$ cat src/rtl/fwd_hazard_ctrl.sv
// fwd_hazard_ctrl
//   Forwarding and hazard controller for the in-order pipeline. It sits beside
//   the ID/EX registers, selects the EX operand forwarding source for each of
//   NUM_SRC operands from NUM_STAGES downstream producers, stalls on EX data
//   that is not yet available, sequences load-use stalls of LOAD_LAT cycles,
//   and freezes the whole pipe while the data memory is busy.
//
// Ports
//   clk, rst         clock (rising edge), asynchronous active-high reset
//   id_*             ID instruction: valid, source registers, source-used mask
//   ex_*             EX instruction: valid, rd, reg write, is-load, sources
//   stg_*            per producer stage (0 = EX/MEM ... oldest = WB):
//                    rd, reg write, result available
//   mem_busy         data memory not ready, freeze everything
//   fwd_sel          per EX source: 0 = register file, i+1 = stage i
//   stall_if/id/ex   hold PC, IF/ID, ID/EX
//   bubble_ex/mem    load NOP into ID/EX, EX/MEM
//   fsm_state        0 RUN, 1 LU_STALL, 2 MEM_WAIT
//
// Optional build macro HAZ_PERF_CNT_EN adds saturating counters
//   lu_stall_cnt (load-use bubble cycles) and mem_stall_cnt (mem_busy cycles).
module fwd_hazard_ctrl #(
  parameter int REG_AW     = 5,
  parameter int NUM_SRC    = 2,
  parameter int NUM_STAGES = 2,
  parameter int LOAD_LAT   = 1,
  parameter int ZERO_REG   = 1,
  localparam int SELW      = $clog2(NUM_STAGES + 1)
) (
  input  logic                        clk,
  input  logic                        rst,
  input  logic                        id_valid,
  input  logic [NUM_SRC*REG_AW-1:0]   id_rs,
  input  logic [NUM_SRC-1:0]          id_rs_used,
  input  logic                        ex_valid,
  input  logic [REG_AW-1:0]           ex_rd,
  input  logic                        ex_reg_wr,
  input  logic                        ex_is_load,
  input  logic [NUM_SRC*REG_AW-1:0]   ex_rs,
  input  logic [NUM_STAGES*REG_AW-1:0] stg_rd,
  input  logic [NUM_STAGES-1:0]       stg_reg_wr,
  input  logic [NUM_STAGES-1:0]       stg_data_ok,
  input  logic                        mem_busy,
  output logic [NUM_SRC*SELW-1:0]     fwd_sel,
  output logic                        stall_if,
  output logic                        stall_id,
  output logic                        stall_ex,
  output logic                        bubble_ex,
  output logic                        bubble_mem,
  output logic [1:0]                  fsm_state
`ifdef HAZ_PERF_CNT_EN
  ,
  output logic [31:0]                 lu_stall_cnt,
  output logic [31:0]                 mem_stall_cnt
`endif
);

  typedef enum logic [1:0] {
    RUN      = 2'd0,
    LU_STALL = 2'd1,
    MEM_WAIT = 2'd2
  } state_t;

  state_t state_q, state_d, ret_q, ret_d, eff;
  logic [7:0] cnt_q, cnt_d;

  logic [NUM_SRC*SELW-1:0] fwd_sel_c;
  logic ex_haz, found, win_ok;
  logic lu, rd_ok, src_hit, lu_stall;

  // Forward select: scan from the youngest stage, first match wins.
  always_comb begin
    fwd_sel_c = '0;
    ex_haz    = 1'b0;
    found     = 1'b0;
    win_ok    = 1'b1;
    for (int unsigned k = 0; k < NUM_SRC; k++) begin
      found  = 1'b0;
      win_ok = 1'b1;
      for (int unsigned i = 0; i < NUM_STAGES; i++) begin
        if (!found && stg_reg_wr[i] &&
            stg_rd[i*REG_AW +: REG_AW] == ex_rs[k*REG_AW +: REG_AW] &&
            !(ZERO_REG != 0 && stg_rd[i*REG_AW +: REG_AW] == '0)) begin
          found  = 1'b1;
          win_ok = stg_data_ok[i];
          fwd_sel_c[k*SELW +: SELW] = SELW'(i + 1);
        end
      end
      if (found && !win_ok) ex_haz = 1'b1;
    end
  end

  // Load in EX whose rd is read by the instruction in ID.
  always_comb begin
    rd_ok   = !(ZERO_REG != 0 && ex_rd == '0);
    src_hit = 1'b0;
    for (int unsigned k = 0; k < NUM_SRC; k++) begin
      if (id_rs_used[k] && id_rs[k*REG_AW +: REG_AW] == ex_rd) src_hit = 1'b1;
    end
    lu = ex_valid && ex_is_load && ex_reg_wr && rd_ok && id_valid && src_hit;
  end

  always_ff @(posedge clk or posedge rst) begin
    if (rst) begin
      state_q <= RUN;
      ret_q   <= RUN;
      cnt_q   <= '0;
    end else begin
      state_q <= state_d;
      ret_q   <= ret_d;
      cnt_q   <= cnt_d;
    end
  end

  // The cycle mem_busy drops out of MEM_WAIT behaves exactly like the saved
  // return state, so a frozen load-use stall loses none of its bubbles.
  always_comb begin
    state_d  = state_q;
    ret_d    = ret_q;
    cnt_d    = cnt_q;
    lu_stall = 1'b0;
    eff      = (state_q == MEM_WAIT) ? ret_q : state_q;
    if (mem_busy) begin
      state_d = MEM_WAIT;
      ret_d   = eff;
    end else begin
      state_d = eff;
      case (eff)
        RUN: begin
          if (lu) begin
            lu_stall = 1'b1;
            if (LOAD_LAT > 1) begin
              state_d = LU_STALL;
              cnt_d   = 8'(LOAD_LAT - 1);
            end
          end
        end
        LU_STALL: begin
          lu_stall = 1'b1;
          cnt_d    = cnt_q - 8'd1;
          state_d  = (cnt_q == 8'd1) ? RUN : LU_STALL;
        end
        default: state_d = RUN;
      endcase
    end
  end

  assign fwd_sel    = rst ? '0 : fwd_sel_c;
  assign stall_if   = !rst && (mem_busy || lu_stall || ex_haz);
  assign stall_id   = !rst && (mem_busy || lu_stall || ex_haz);
  assign stall_ex   = !rst && (mem_busy || ex_haz);
  assign bubble_ex  = !rst && !mem_busy && lu_stall;
  assign bubble_mem = !rst && !mem_busy && ex_haz;
  assign fsm_state  = state_q;

`ifdef HAZ_PERF_CNT_EN
  always_ff @(posedge clk or posedge rst) begin
    if (rst) begin
      lu_stall_cnt  <= '0;
      mem_stall_cnt <= '0;
    end else begin
      if (bubble_ex && lu_stall_cnt != '1) lu_stall_cnt <= lu_stall_cnt + 32'd1;
      if (mem_busy && mem_stall_cnt != '1) mem_stall_cnt <= mem_stall_cnt + 32'd1;
    end
  end
`endif

endmodule

$ cat config.mk
export PLATFORM = sky130hd
export DESIGN_NAME = fwd_hazard_ctrl
export DESIGN_NICKNAME = d
export VERILOG_FILES = /design/src/rtl/fwd_hazard_ctrl.sv
export SDC_FILE = /design/constraint.sdc
export NUM_CORES = 1
export LEC_CHECK = 0
export CAP_MARGIN = 20
export CORE_MARGIN = 10
export CORE_UTILIZATION = 38
export CTS_CLUSTER_DIAMETER = 150
export CTS_CLUSTER_SIZE = 28
export DETAILED_ROUTE_END_ITERATION = 6
export GPL_ROUTABILITY_DRIVEN = 0
export PLACE_DENSITY = 0.8
export SLEW_MARGIN = 15
export SYNTH_ARGS = -nofsm -noshare
export SYNTH_HDL_FRONTEND = slang
export SYNTH_SLANG_ARGS = --single-unit
$ cat constraint.sdc
create_clock -name clk -period 2.3 [get_ports clk]
set_input_delay 0.345 -clock clk [delete_from_list [all_inputs] [get_ports clk]]
set_output_delay 0.345 -clock clk [all_outputs]
set_load 0.02 [all_outputs]
==> impl_metrics.csv <==
group,metric,value,unit
synth,ys_seq_elements,12,
sta,setup_viol_count_final,4,
clocking,cts_hold_buf,0,
min_path,hold_end,"cnt_q[5]",
global_routing,antenna_found_initial,0,
route,vias,1266,
power_and_ir_drop,ir_drop,407,µV
floorplanning,start_util,40.9,%
clocking,clock_path_buffers,2,
route,wl_per_cell,18.4,µm
route,drc,0,
finish,drive_gt1_share,41.1,%
critical_path,r2r_end,"cnt_q[7]",
synth,synth_area_per_cell,8.89,µm²
floorplanning,rows,18,
finish,antennaDiodeCount,0,
sta,slew_viol_final,0,
finish,finalNetCount,258,
sta,final.setup_skew,0.00691,ns
power_and_ir_drop,powerDensity,325,nW/µm²
synth,synth_cell_types,33,
finish,final_cell_count_no_fill,237,
global_routing,grt_max_degree,13,
route,ant_nets,0,
synth,yosys-top-cells-area,"dfrtp_1 (29%), xor2_1 (20%), xnor2_1 (11%)",
sta,worst_slack,-0.0846,ns
floorplanning,coreArea,2540,µm²
power_and_ir_drop,power.total,0.640,mW
critical_path,worst-setup-path-type,"input pin to primary output",
critical_path,cp-start-kind,"input pin",
critical_path,ff2ff_path_depth,7,
placed_design,hpwl,3.35,mm
power_and_ir_drop,power_leakage,0.956,nW
outcome,status,"finished, violations left",
clocking,clock-root-buffer,"clkbuf_4",
job,cap_violations,0,
sta,rsz0062_at_grt,"true",
sta,hold-worst-slack,0.463,ns
floorplanning,io_pins,59,
synth,syn_inst,117,
synth,yosysWarnings,0,
sta,hold_viol,0,
synth,synth_top_area_cell,"dfrtp_1",
placed_design,dp.cells,225,
floorplanning,die_h,72.3,µm
finish,fillers,197,
floorplanning,dieWidth,72.3,µm
global_routing,grt_pass1_vias,1374,
global_routing,gr-usage-all-layers,15.4,%
finish,final_util,77.4,%
placed_design,port_buffers,58,
critical_path,crit_required,1.96,ns
synth,synth_edf_count,0,
sta,tightest_slew,0.312,ns
sta,period_needed,2.38,ns
clocking,htree_levels,1,
sta,slew_headroom,79.1,%
synth,yosys_most_used_dff,"dfrtp_1",
critical_path,crit_path_end_kind,"primary output",
min_path,min-delay-start,"cnt_q[5]",
global_routing,grt_overflow,0,
critical_path,worstReg2RegStart,"fsm_state[0]",
route,detailedRoute.firstIterationViolations,24,
global_routing,grt_pass1_wl,6.54,mm
finish,multi_input_area,853,µm²
clocking,cts_tree,"done",
finish,area_delta_synth_final,89.4,%
synth,async_flop_share,100,%
critical_path,cp.arrival,2.04,ns
synth,synth.cell_area,1040,µm²
min_path,hp-class,"flop to flop",
min_path,holdPathStages,1,
clocking,cts_num_sinks,12,
outcome,violations,"setup timing",
route,routed_wl,4.37,mm
synth,synth_nets,167,
clocking,clk_pin_slew_worst_paths,0.08,ns
critical_path,crit_path_max_fanout,3,
sta,clock.fmax,419,MHz
synth,yosys.area.top_type_share,28.9,%
clocking,cts_buffers,3,
sta,min_period_over_period,104,%
floorplanning,die_area,5230,µm²
route,via_per_inst,5.34,
clocking,clkLatencyLatePin,0.28,ns
finish,seqCellArea,300,µm²
critical_path,reg2reg_setup_slack,0.69,ns
route,firstDrtPassIters,4,
synth,seq_area_frac_synth,28.9,%
[where the power goes]
part           switching, mW  internal, mW  total, mW
Clock                 0.0733        0.0964      0.170
Combinational          0.118         0.136      0.254
Sequential           0.00263         0.213      0.216
Total                  0.194         0.446      0.640
[worst max path at each step]
stage / start / end
final: stg_rd[1] / stall_if
after detailed placement: stg_rd[2] / stall_if
after CTS: stg_rd[1] / stall_if
after global placement: stg_rd[1] / bubble_mem
after floorplan: stg_rd[1] / stall_if
after global routing: stg_rd[1] / bubble_mem
[repair_timing]
item	4_1_cts	5_1_grt
buffers inserted	7	1
pin swaps	23	19
resized for setup	111	43
endpoints found under the setup margin	9	6
cloned	0	0
[per-stage QoR]
| stage | area, µm² | worst slack (ns) | setup TNS, ns |
|---|---|---|---|
| after floorplan | 1060 | -0.126 | -0.126 |
| after global placement | 1830 | -0.858 | -6.00 |
| after detailed placement | 1830 | -0.939 | -6.66 |
| after CTS | 1940 | -0.0634 | -0.198 |
| after global routing | 1970 | -0.144 | -0.461 |
| final | 1970 | -0.0846 | -0.264 |
[cells in the mapped netlist, types with 2 or more instances]
library cell	n
buf_4	2
or4_1	2
nor2_1	7
nand3_1	6
a21oi_1	4
ha_1	2
dfrtp_1	12
xor2_1	24
nor4_1	5
nand2_1	7
o21ai_1	2
inv_1	4
xnor2_1	13
nor3_1	8
[cell type report]
class	count	area share, %
Sequential cell	12	15.2
Clock buffer	4	1.84
Inverter	4	0.762
Timing Repair Buffer	89	36.9
Multi-Input combinational cell	98	43.3
Tap cell	30	1.91
[kinds of logic after synthesis]
group | after synthesis | synth area share (%)
xor gates and xnor gates | 37 | 31.2
adders and majority gates | 2 | 2.41
DFF | 12 | 28.9
AOI/OAI and AO/OA | 16 | 12.6
and+or+nand+nor | 43 | 21.7
buffers and inverters | 7 | 3.25
[placed cells by master (no fill, tap or decap), types with 2 or more instances in the layout]
master,count
a21oi_1,4
buf_2,6
buf_4,30
buf_6,10
clkbuf_2,13
clkbuf_4,3
clkdlybuf4s15_1,2
clkdlybuf4s50_1,14
dfrtp_1,12
dlygate4sd2_1,11
dlymetal6s2s_1,3
ha_1,2
inv_1,4
nand2_1,7
nand3_1,6
nor2_1,7
nor3_1,8
nor4_2,3
nor4_4,2
o21ai_4,2
or4_4,2
xnor2_1,12
xor2_1,20
xor2_2,4
[worst max-delay path: stages]
cell,delay [ns]
buf_6,0.10
or4_4,0.54
o21ai_4,0.19
nand4b_1,0.17
a22oi_2,0.13
o311ai_4,0.25
nand2b_4,0.19
buf_6,0.12
[sequential cells by signal, indices dropped and copies added, names as in the netlist]
register   count
fsm_state      2
ret_q          2
cnt_q          8
[routing by layer]
metal / global-route usage (%) / vias up / routed length (µm)
met1: 14.2 / 599 / 1590
li1: - / 596 / -
met4: 5.38 / 0 / 64
met3: 5.03 / 8 / 407
met2: 30.2 / 63 / 2300
met5: 0 / - / 0
Power figures use the tool's default switching activity.
